[config.mk]
export PLATFORM = sky130hd
export DESIGN_NAME = game_controller
export DESIGN_NICKNAME = d
export VERILOG_FILES = /design/src/rtl/vga_pkg.sv /design/src/rtl/game_controller_serve_timer.sv /design/src/rtl/game_controller.sv
export SDC_FILE = /design/constraint.sdc
export NUM_CORES = 1
export LEC_CHECK = 0
export ABC_CLOCK_PERIOD_IN_PS = 2400
export BUFFER_PORTS_ARGS = -buffer_cell sky130_fd_sc_hd__buf_2
export CAP_MARGIN = 20
export CORE_ASPECT_RATIO = 0.9
export CORE_MARGIN = 3
export CORE_UTILIZATION = 34
export CTS_CLUSTER_SIZE = 24
export DETAILED_ROUTE_END_ITERATION = 8
export PLACE_DENSITY_LB_ADDON = 0.1
export SLEW_MARGIN = 0
export SYNTH_ARGS = -nofsm -noshare
export SYNTH_HDL_FRONTEND = slang
export SYNTH_SLANG_ARGS = --single-unit
[constraint.sdc]
create_clock -name clk -period 2.4 [get_ports clk]
set_input_delay 0.48 -clock clk [delete_from_list [all_inputs] [get_ports clk]]
set_output_delay 0.48 -clock clk [all_outputs]
set_load 0.02 [all_outputs]
[src/rtl/vga_pkg.sv]
// rtl/vga_pkg.sv - shared display geometry, ball size and game state encoding
package vga_pkg;

  localparam int HOR_PIXELS = 1024;
  localparam int VER_PIXELS = 768;
  localparam int BALL_SIZE  = 15;

  typedef enum logic [1:0] {
    START     = 2'd0,
    PLAY      = 2'd1,
    POINT     = 2'd2,
    GAME_OVER = 2'd3
  } game_state_t;

  localparam logic [1:0] WINNER_NONE  = 2'd0;
  localparam logic [1:0] WINNER_LEFT  = 2'd1;
  localparam logic [1:0] WINNER_RIGHT = 2'd2;

endpackage

[src/rtl/game_controller_serve_timer.sv]
// rtl/game_controller_serve_timer.sv - serve pause tick counter (built only with SERVE_DELAY_EN)
`ifdef SERVE_DELAY_EN
module serve_timer #(
  parameter int TICKS = 60
) (
  input  logic clk,
  input  logic rst,
  input  logic en,
  input  logic tick,
  output logic done
);

  localparam logic [7:0] LAST = 8'(TICKS - 1);

  logic [7:0] count;

  // done fires on the edge carrying the TICKS-th tick seen while enabled
  assign done = en && tick && (count == LAST);

  // count ticks while enabled; clear when idle or on the terminal tick
  always_ff @(posedge clk or posedge rst) begin
    if (rst) begin
      count <= 8'd0;
    end else if (!en || done) begin
      count <= 8'd0;
    end else if (tick) begin
      count <= count + 8'd1;
    end
  end

endmodule
`endif

[src/rtl/game_controller.sv]
// rtl/game_controller.sv - pong match controller: goals, scores, serve pause, game over (option: SERVE_DELAY_EN)
module game_controller
  import vga_pkg::*;
#(
  parameter int WIN_SCORE   = 9,
  parameter int SERVE_TICKS = 60,
  parameter int GOAL_MARGIN = 8
) (
  input  logic        clk,
  input  logic        rst,
  input  logic        timing_tick,
  input  logic        start_btn,
  input  logic [10:0] x_ball,
  output logic [1:0]  state,
  output logic [3:0]  score_left,
  output logic [3:0]  score_right,
  output logic [1:0]  winner,
  output logic        goal_pulse
);

  localparam logic [10:0] LEFT_EDGE  = 11'(GOAL_MARGIN);
  localparam logic [10:0] RIGHT_EDGE = 11'(HOR_PIXELS - BALL_SIZE - GOAL_MARGIN);
  localparam logic [3:0]  WIN        = 4'(WIN_SCORE);

  game_state_t state_q, state_d;
  logic [3:0]  score_left_d, score_right_d;
  logic [1:0]  winner_d;
  logic        goal_d;
  logic        left_goal, right_goal;
  logic        serve_done;

  // left goal wins if both edge tests were ever true together
  assign left_goal  = (x_ball <= LEFT_EDGE);
  assign right_goal = !left_goal && (x_ball >= RIGHT_EDGE);

`ifdef SERVE_DELAY_EN
  serve_timer #(
    .TICKS (SERVE_TICKS)
  ) u_serve_timer (
    .clk  (clk),
    .rst  (rst),
    .en   (state_q == POINT),
    .tick (timing_tick),
    .done (serve_done)
  );
`else
  // without the serve pause POINT lasts a single cycle; any legal SERVE_TICKS is nonzero
  assign serve_done = (SERVE_TICKS != 0);
`endif

  // state register
  always_ff @(posedge clk or posedge rst) begin
    if (rst) begin
      state_q <= START;
    end else begin
      state_q <= state_d;
    end
  end

  // next state, score updates and goal strobe
  always_comb begin
    state_d       = state_q;
    score_left_d  = score_left;
    score_right_d = score_right;
    winner_d      = winner;
    goal_d        = 1'b0;
    case (state_q)
      START: begin
        score_left_d  = 4'd0;
        score_right_d = 4'd0;
        winner_d      = WINNER_NONE;
        if (start_btn) begin
          state_d = PLAY;
        end
      end
      PLAY: begin
        if (timing_tick && left_goal) begin
          goal_d = 1'b1;
          if (score_right != WIN) begin
            score_right_d = score_right + 4'd1;
          end
          if (score_right_d == WIN) begin
            state_d  = GAME_OVER;
            winner_d = WINNER_RIGHT;
          end else begin
            state_d = POINT;
          end
        end else if (timing_tick && right_goal) begin
          goal_d = 1'b1;
          if (score_left != WIN) begin
            score_left_d = score_left + 4'd1;
          end
          if (score_left_d == WIN) begin
            state_d  = GAME_OVER;
            winner_d = WINNER_LEFT;
          end else begin
            state_d = POINT;
          end
        end
      end
      POINT: begin
        if (serve_done) begin
          state_d = PLAY;
        end
      end
      GAME_OVER: begin
        if (start_btn) begin
          state_d       = START;
          score_left_d  = 4'd0;
          score_right_d = 4'd0;
          winner_d      = WINNER_NONE;
        end
      end
      default: state_d = START;
    endcase
  end

  // registered scores, winner and goal strobe
  always_ff @(posedge clk or posedge rst) begin
    if (rst) begin
      score_left  <= 4'd0;
      score_right <= 4'd0;
      winner      <= WINNER_NONE;
      goal_pulse  <= 1'b0;
    end else begin
      score_left  <= score_left_d;
      score_right <= score_right_d;
      winner      <= winner_d;
      goal_pulse  <= goal_d;
    end
  end

  assign state = state_q;

endmodule
==> results of run 1 <==
layout by cell type, fill, tap and decap left out, types with 2 or more instances in the layout:
cell and count:
a21o_1 3, dfrtp_1 13, a211oi_1 3, nand2_1 6, buf_4 2, o21ai_1 8
o21ai_0 5, clkbuf_4 3, nor2b_1 2, and3b_1 2, inv_1 9, nand3b_1 4
a21oi_1 4, a21boi_0 2, a311oi_1 2, nand2b_1 4, buf_2 27, nor2_1 6
ha_1 7, or3_1 2, o221ai_1 2, nand3_1 2, nor3_1 2
stage by stage:
step / area [um^2] / hold WS, ns
CTS: 1210 / 0.244
floorplan: 1010 / 0.357
global route: 1210 / 0.270
finish: 1210 / 0.215
global placement: 1190 / 0.513
detailed placement: 1190 / 0.521
path summary, 6_finish.rpt:
path | depth (start not counted) | to | slack, ns
min reg2reg | 1 | winner[0] | 0.53
min | 2 | goal_pulse | 0.22
max reg2reg | 7 | state[0] | 0.54
min in group clk | 1 | winner[0] | 0.53
max | 6 | winner[0] | 0.26
max in group asynchronous | 2 | score_right[2] | 1.83
metal layers:
| layer | part of all wire, % | track usage [%] | wire (um) |
|---|---|---|---|
| met1 | 50 | 18.3 | 1140 |
| met2 | 45 | 21.6 | 1040 |
| met3 | 3.9 | 4.65 | 88 |
| met4 | 0.57 | 2.77 | 13 |
| met5 | 0 | 0 | 0 |
cell families after synthesis:
| group | count (synthesis) | synth area share [%] |
|---|---|---|
| AO/OA/AOI/OAI | 42 | 29.6 |
| AND/OR/NAND/NOR | 37 | 22.7 |
| buffers and inverters | 13 | 5.71 |
| flip-flops | 13 | 32.3 |
| adder cells (fa/ha/maj) | 7 | 8.70 |
| multiplexers | 1 | 0.994 |
power by group through the flow:
stage	logic, uW	clock network [uW]	registers (uW)
floorplan	322	0	363
global placement	487	0	320
detailed placement	488	0	321
global route	545	157	326
finish	483	141	314
CTS	488	146	316
flip-flops by register name (all words and copies together), names as in the netlist:
name,cells
goal_pulse,1
score_right,4
winner,2
score_left,4
state,2
critical path: cells and delay by family:
| family | cells | cell delay (ns) |
|---|---|---|
| and+or+nand+nor | 3 | 1.37 |
| buffers and inverters | 1 | 0.10 |
| AOI/OAI and AO/OA | 2 | 0.40 |
cell type report:
type / count / share of cell area, %
Clock buffer: 4 / 2.16
Sequential cell: 13 / 26.8
Inverter: 10 / 3.09
Timing Repair Buffer: 29 / 12.4
Multi-Input combinational cell: 87 / 51.4
Tap cell: 40 / 4.12
==> flow_summary_export.csv, run 1 <==
group,metric,value,unit
floorplan,ios,28,
floorplan,start_util,36.1,%
layout,final_cells,183,
logic_synthesis,yosys_warnings,0,
floorplan,rows,18,
logic_synthesis,yosysMostFrequentCell,"dfrtp_1",
worst_setup_path,startpoint,"x_ball[6]",
worst_setup_path,r2r_start,"score_left[1]",
routing,detail-route-antenna-nets,0,
layout,fin_util,43.5,%
placement,place_ws,-0.0413,ns
global_routing,grt_pass1_vias,870,
routing,drt-pass1-iter-count,4,
placement,detailedPlacementHpwl,1800,um
placement,port_buffers,27,
timing,clock_skew,0.00538,ns
global_routing,grt_pass1_wl,3990,um
global_routing,grt_max_degree,14,
layout,drive_gt1_share,27.3,%
timing,tns,0,ns
clocking,cts_resized,0,
worst_setup_path,slowest_stage,"or4_1",
worst_setup_path,end_kind,"flop",
timing,fmax,467,MHz
logic_synthesis,synth-seq-cells,13,
worst_setup_path,crit_fanout,6,
clocking,cts_tree,"done",
clocking,root_buffer,"clkbuf_4",
timing,tightest_slew,0.525,ns
timing,worst_slack,0.257,ns
power_and_ir_drop,totalPowerFinal,939,uW
worst_setup_path,timing_worst_setup_path_type,"primary input to flop",
power_and_ir_drop,p_int,510,uW
clocking,insertion_delay,0.28,ns
worst_setup_path,cpPeakStageDelay,0.60,ns
logic_synthesis,yosysUniqueCellTypes,45,
worst_hold_path,hold_path.class,"primary input to asynchronous set/reset pin",
outcome,status,"completed",
clocking,post_cts_buffers,0,
logic_synthesis,ys_seq_area_share,32.3,%
timing,layout_min_cycle_time,2.14,ns
clocking,clock_path_buffers,2,
floorplan,core-area,2790,um^2
floorplan,die_h,57.6,um
power_and_ir_drop,power.share.combinational,51.5,%
routing,route.detailed.drc,0,
clocking,cts_buffers,3,
power_and_ir_drop,p_leak,0.000571,uW
layout,regArea,325,um^2
routing,wire_per_inst,12.5,um
timing,finalSetupViolCount,0,
power_and_ir_drop,power_density,773,nW/um^2
layout,syn_to_final_growth,20.5,%
placement,gp_congestion,0.762,
logic_synthesis,synth_top_area_cell,"dfrtp_1",
logic_synthesis,synth_edf_count,0,
logic_synthesis,syn_inst,113,
worst_setup_path,cp-start-kind,"primary input",
layout,multiInputGateArea,624,um^2
floorplan,die_x,63.4,um
worst_setup_path,crit_arrival,2.36,ns
routing,drtIter0Drc,38,
routing,vias,952,
placement,place.detailed.instances,179,
logic_synthesis,synth_flop_cell,"dfrtp_1",
logic_synthesis,syn_area,1010,um^2
timing,rsz0062_at_grt,"false",
global_routing,antenna_found_initial,0,
timing,hold_viol_final,0,
logic_synthesis,synth.area.top_cells,"dfrtp_1 (32%), ha_1 (8.7%), o21ai_1 (4.0%)",
power_and_ir_drop,p_sw_share,45.6,%
power_and_ir_drop,clkPwrFrac,15.0,%
routing,drt_wl_total,2280,um
timing,fin_crit_sh,89.3,%
timing,maxSlewHeadroom,64.9,%
logic_synthesis,syn_area_per_cell,8.91,um^2
layout,num-fill-cells,297,
logic_synthesis,netlist_top_cells_count,"dfrtp_1 (13), inv_1 (9), o21ai_1 (8)",
worst_setup_path,cp_cell_sequence,"buf_2, or4b_1, or4_1, and3_4, a211oi_2, a2bb2oi_2",
clocking,clk_pin_slew,0.09,ns
power_and_ir_drop,vdd_drop_max,0.303,mV
worst_setup_path,critical_path_required,2.62,ns
logic_synthesis,synth.top_cell.area_share,32.3,%
run,drv_cap,0,
power_and_ir_drop,sequentialPowerShare,33.5,%
logic_synthesis,syn-num-nets,135,
global_routing,grt_overflow_total,0,
clocking,clkSinkCount,13,
clocking,cts_hold_buf,0,
layout,nets,166,
clocking,htree_num_levels,1,
routing,avgViaCountPerCell,5.20,
power_and_ir_drop,power.switching,428,uW
logic_synthesis,async_flop_share,100,%
global_routing,grt.total_usage,13.6,%
floorplan,die_area,3650,um^2
timing,drv_slew,0,
layout,antenna_cells,0,
Note: power is estimated with default switching activity, not from simulation.
==> run 2: changes to the inputs <==
--- a/config.mk
+++ b/config.mk
@@ -5,7 +5,7 @@
 export SDC_FILE = /design/constraint.sdc
 export NUM_CORES = 1
 export LEC_CHECK = 0
-export ABC_CLOCK_PERIOD_IN_PS = 2400
+export ABC_CLOCK_PERIOD_IN_PS = 2600
 export BUFFER_PORTS_ARGS = -buffer_cell sky130_fd_sc_hd__buf_2
 export CAP_MARGIN = 20
 export CORE_ASPECT_RATIO = 0.9
@@ -14,6 +14,7 @@
 export CTS_CLUSTER_SIZE = 24
 export DETAILED_ROUTE_END_ITERATION = 8
 export PLACE_DENSITY_LB_ADDON = 0.1
+export RECOVER_POWER = 100
 export SLEW_MARGIN = 0
 export SYNTH_ARGS = -nofsm -noshare
 export SYNTH_HDL_FRONTEND = slang
==> constraint.sdc (replaced) <==
create_clock -name clk -period 2.6 [get_ports clk]
set_input_delay 0.52 -clock clk [delete_from_list [all_inputs] [get_ports clk]]
set_output_delay 0.52 -clock clk [all_outputs]
set_load 0.02 [all_outputs]
==> flow_summary_export.csv, run 2 (synthesized netlist as in run 1, its figures left out) <==
group,metric,value,unit
placement,detailedPlacementHpwl,1810,um
layout,multiInputGateArea,611,um^2
timing,tns,0,ns
floorplan,start_util,36.1,%
power_and_ir_drop,totalPowerFinal,854,uW
placement,gp_congestion,0.746,
global_routing,grt_pass1_wl,4110,um
power_and_ir_drop,p_int,456,uW
worst_setup_path,startpoint,"x_ball[6]",
timing,hold_viol_final,0,
layout,num-fill-cells,322,
global_routing,grt_pass1_vias,924,
layout,drive_gt1_share,14.9,%
floorplan,core-area,2790,um^2
outcome,status,"completed",
floorplan,rows,18,
layout,nets,164,
worst_setup_path,crit_fanout,9,
clocking,insertion_delay,0.28,ns
timing,rsz0062_at_grt,"false",
layout,most-common-layout-cells,"clkbuf_1 (14), buf_2 (14), dfrtp_1 (13)",
power_and_ir_drop,power_density,731,nW/um^2
global_routing,grt_overflow_total,0,
routing,detail-route-antenna-nets,0,
routing,vias,915,
floorplan,ios,28,
clocking,clock_path_buffers,2,
routing,avgViaCountPerCell,5.06,
routing,drtIter0Drc,53,
timing,clock_skew,0.00352,ns
timing,worst_slack,0.242,ns
worst_setup_path,cp-start-kind,"primary input",
worst_setup_path,end_kind,"flop",
worst_setup_path,cp_num_buf_inv,1,
global_routing,grt_max_degree,14,
layout,top_regs,"score_left (4), score_right (4)",
clocking,clk_pin_slew,0.09,ns
timing,finalSetupViolCount,0,
power_and_ir_drop,p_leak,0.000507,uW
clocking,htree_num_levels,1,
clocking,cts_tree,"done",
floorplan,die_area,3650,um^2
placement,place_ws,0.0725,ns
layout,regArea,325,um^2
global_routing,antenna_found_initial,0,
timing,layout_min_cycle_time,2.36,ns
run,drv_cap,0,
placement,port_buffers,27,
power_and_ir_drop,clkPwrFrac,15.3,%
power_and_ir_drop,vdd_drop_max,0.228,mV
worst_hold_path,hold_path.class,"primary input to asynchronous set/reset pin",
worst_setup_path,crit_arrival,2.57,ns
timing,fin_crit_sh,90.7,%
layout,syn_to_final_growth,16.0,%
worst_setup_path,cp_cell_sequence,"buf_2, or4b_1, or4_1, and3_1, a211oi_1, a2bb2oi_2",
timing,drv_slew,0,
worst_setup_path,critical_path_required,2.82,ns
worst_setup_path,timing_worst_setup_path_type,"primary input to flop",
clocking,post_cts_buffers,0,
global_routing,grt.total_usage,14.0,%
worst_setup_path,slowest_stage,"or4_1",
layout,antenna_cells,0,
floorplan,die_h,57.6,um
timing,fmax,424,MHz
clocking,cts_hold_buf,0,
routing,route.detailed.drc,0,
clocking,clkSinkCount,13,
timing,tightest_slew,0.524,ns
routing,wire_per_inst,13.1,um
routing,drt-pass1-iter-count,4,
clocking,cts_buffers,3,
floorplan,die_x,63.4,um
power_and_ir_drop,sequentialPowerShare,34.4,%
worst_setup_path,r2r_start,"score_left[0]",
worst_setup_path,cpPeakStageDelay,0.65,ns
power_and_ir_drop,power.switching,398,uW
power_and_ir_drop,p_sw_share,46.6,%
clocking,cts_resized,0,
layout,fin_util,41.8,%
timing,maxSlewHeadroom,64.7,%
clocking,root_buffer,"clkbuf_4",
power_and_ir_drop,power.share.combinational,50.3,%
worst_setup_path,critPathTopFamily,"simple AND/OR/NAND/NOR gates",
routing,drt_wl_total,2380,um
run 2: changes by cell type in the layout (fill, tap and decap cells not counted), sizes merged:
cell,delta
clkbuf,+13
buf,-15
run 2: per-layer routing:
metal  global-route usage (%)  wire (um)  vias up
met2                     23.7       1050       16
met4                     1.85         13        0
met1                     18.1       1210      417
met3                     4.65        101        2
li1                         -          -      480
met5                        0          0        -
run 2: final cells by class:
class                      count  area share (%)
multi-input combinational     87            52.2
sequential                    13            27.8
timing repair buffer          27            10.2
tap                           40            4.28
inverter                      10            3.21
clock buffer                   4            2.25
run 2: final timing paths:
kind	endpoint	depth (start not counted)	slack [ns]
max reg2reg	winner[0]	6	0.70
max	winner[0]	6	0.24
min	state[1]	2	0.26
max in group asynchronous	score_left[1]	2	1.98
min reg2reg	winner[0]	1	0.53
min in group clk	winner[0]	1	0.53
run 2: worst register-to-register path, cell delays in order (launching register included):
cell,delay (ns)
dfrtp_1,0.51
ha_1,0.23
nand3b_1,0.18
nor3b_1,0.24
o221ai_1,0.22
a211oi_1,0.32
a2bb2oi_2,0.14
run 2: through the flow:
stage	instance area, um^2	hold WS (ns)	cells
final	1170	0.263	181
after detailed placement	1170	0.512	177
after CTS	1200	0.282	181
after global routing	1170	0.305	181
after global placement	1170	0.508	177
after floorplan	1010	0.397	113
run 2: power groups by stage:
stage / registers (uW) / logic, uW / clock network (uW)
3_5_place_dp: 298 / 458 / 0
2_1_floorplan: 335 / 297 / 0
4_1_cts: 293 / 459 / 136
3_3_place_gp: 295 / 448 / 0
6_report: 294 / 430 / 131
5_1_grt: 304 / 487 / 145
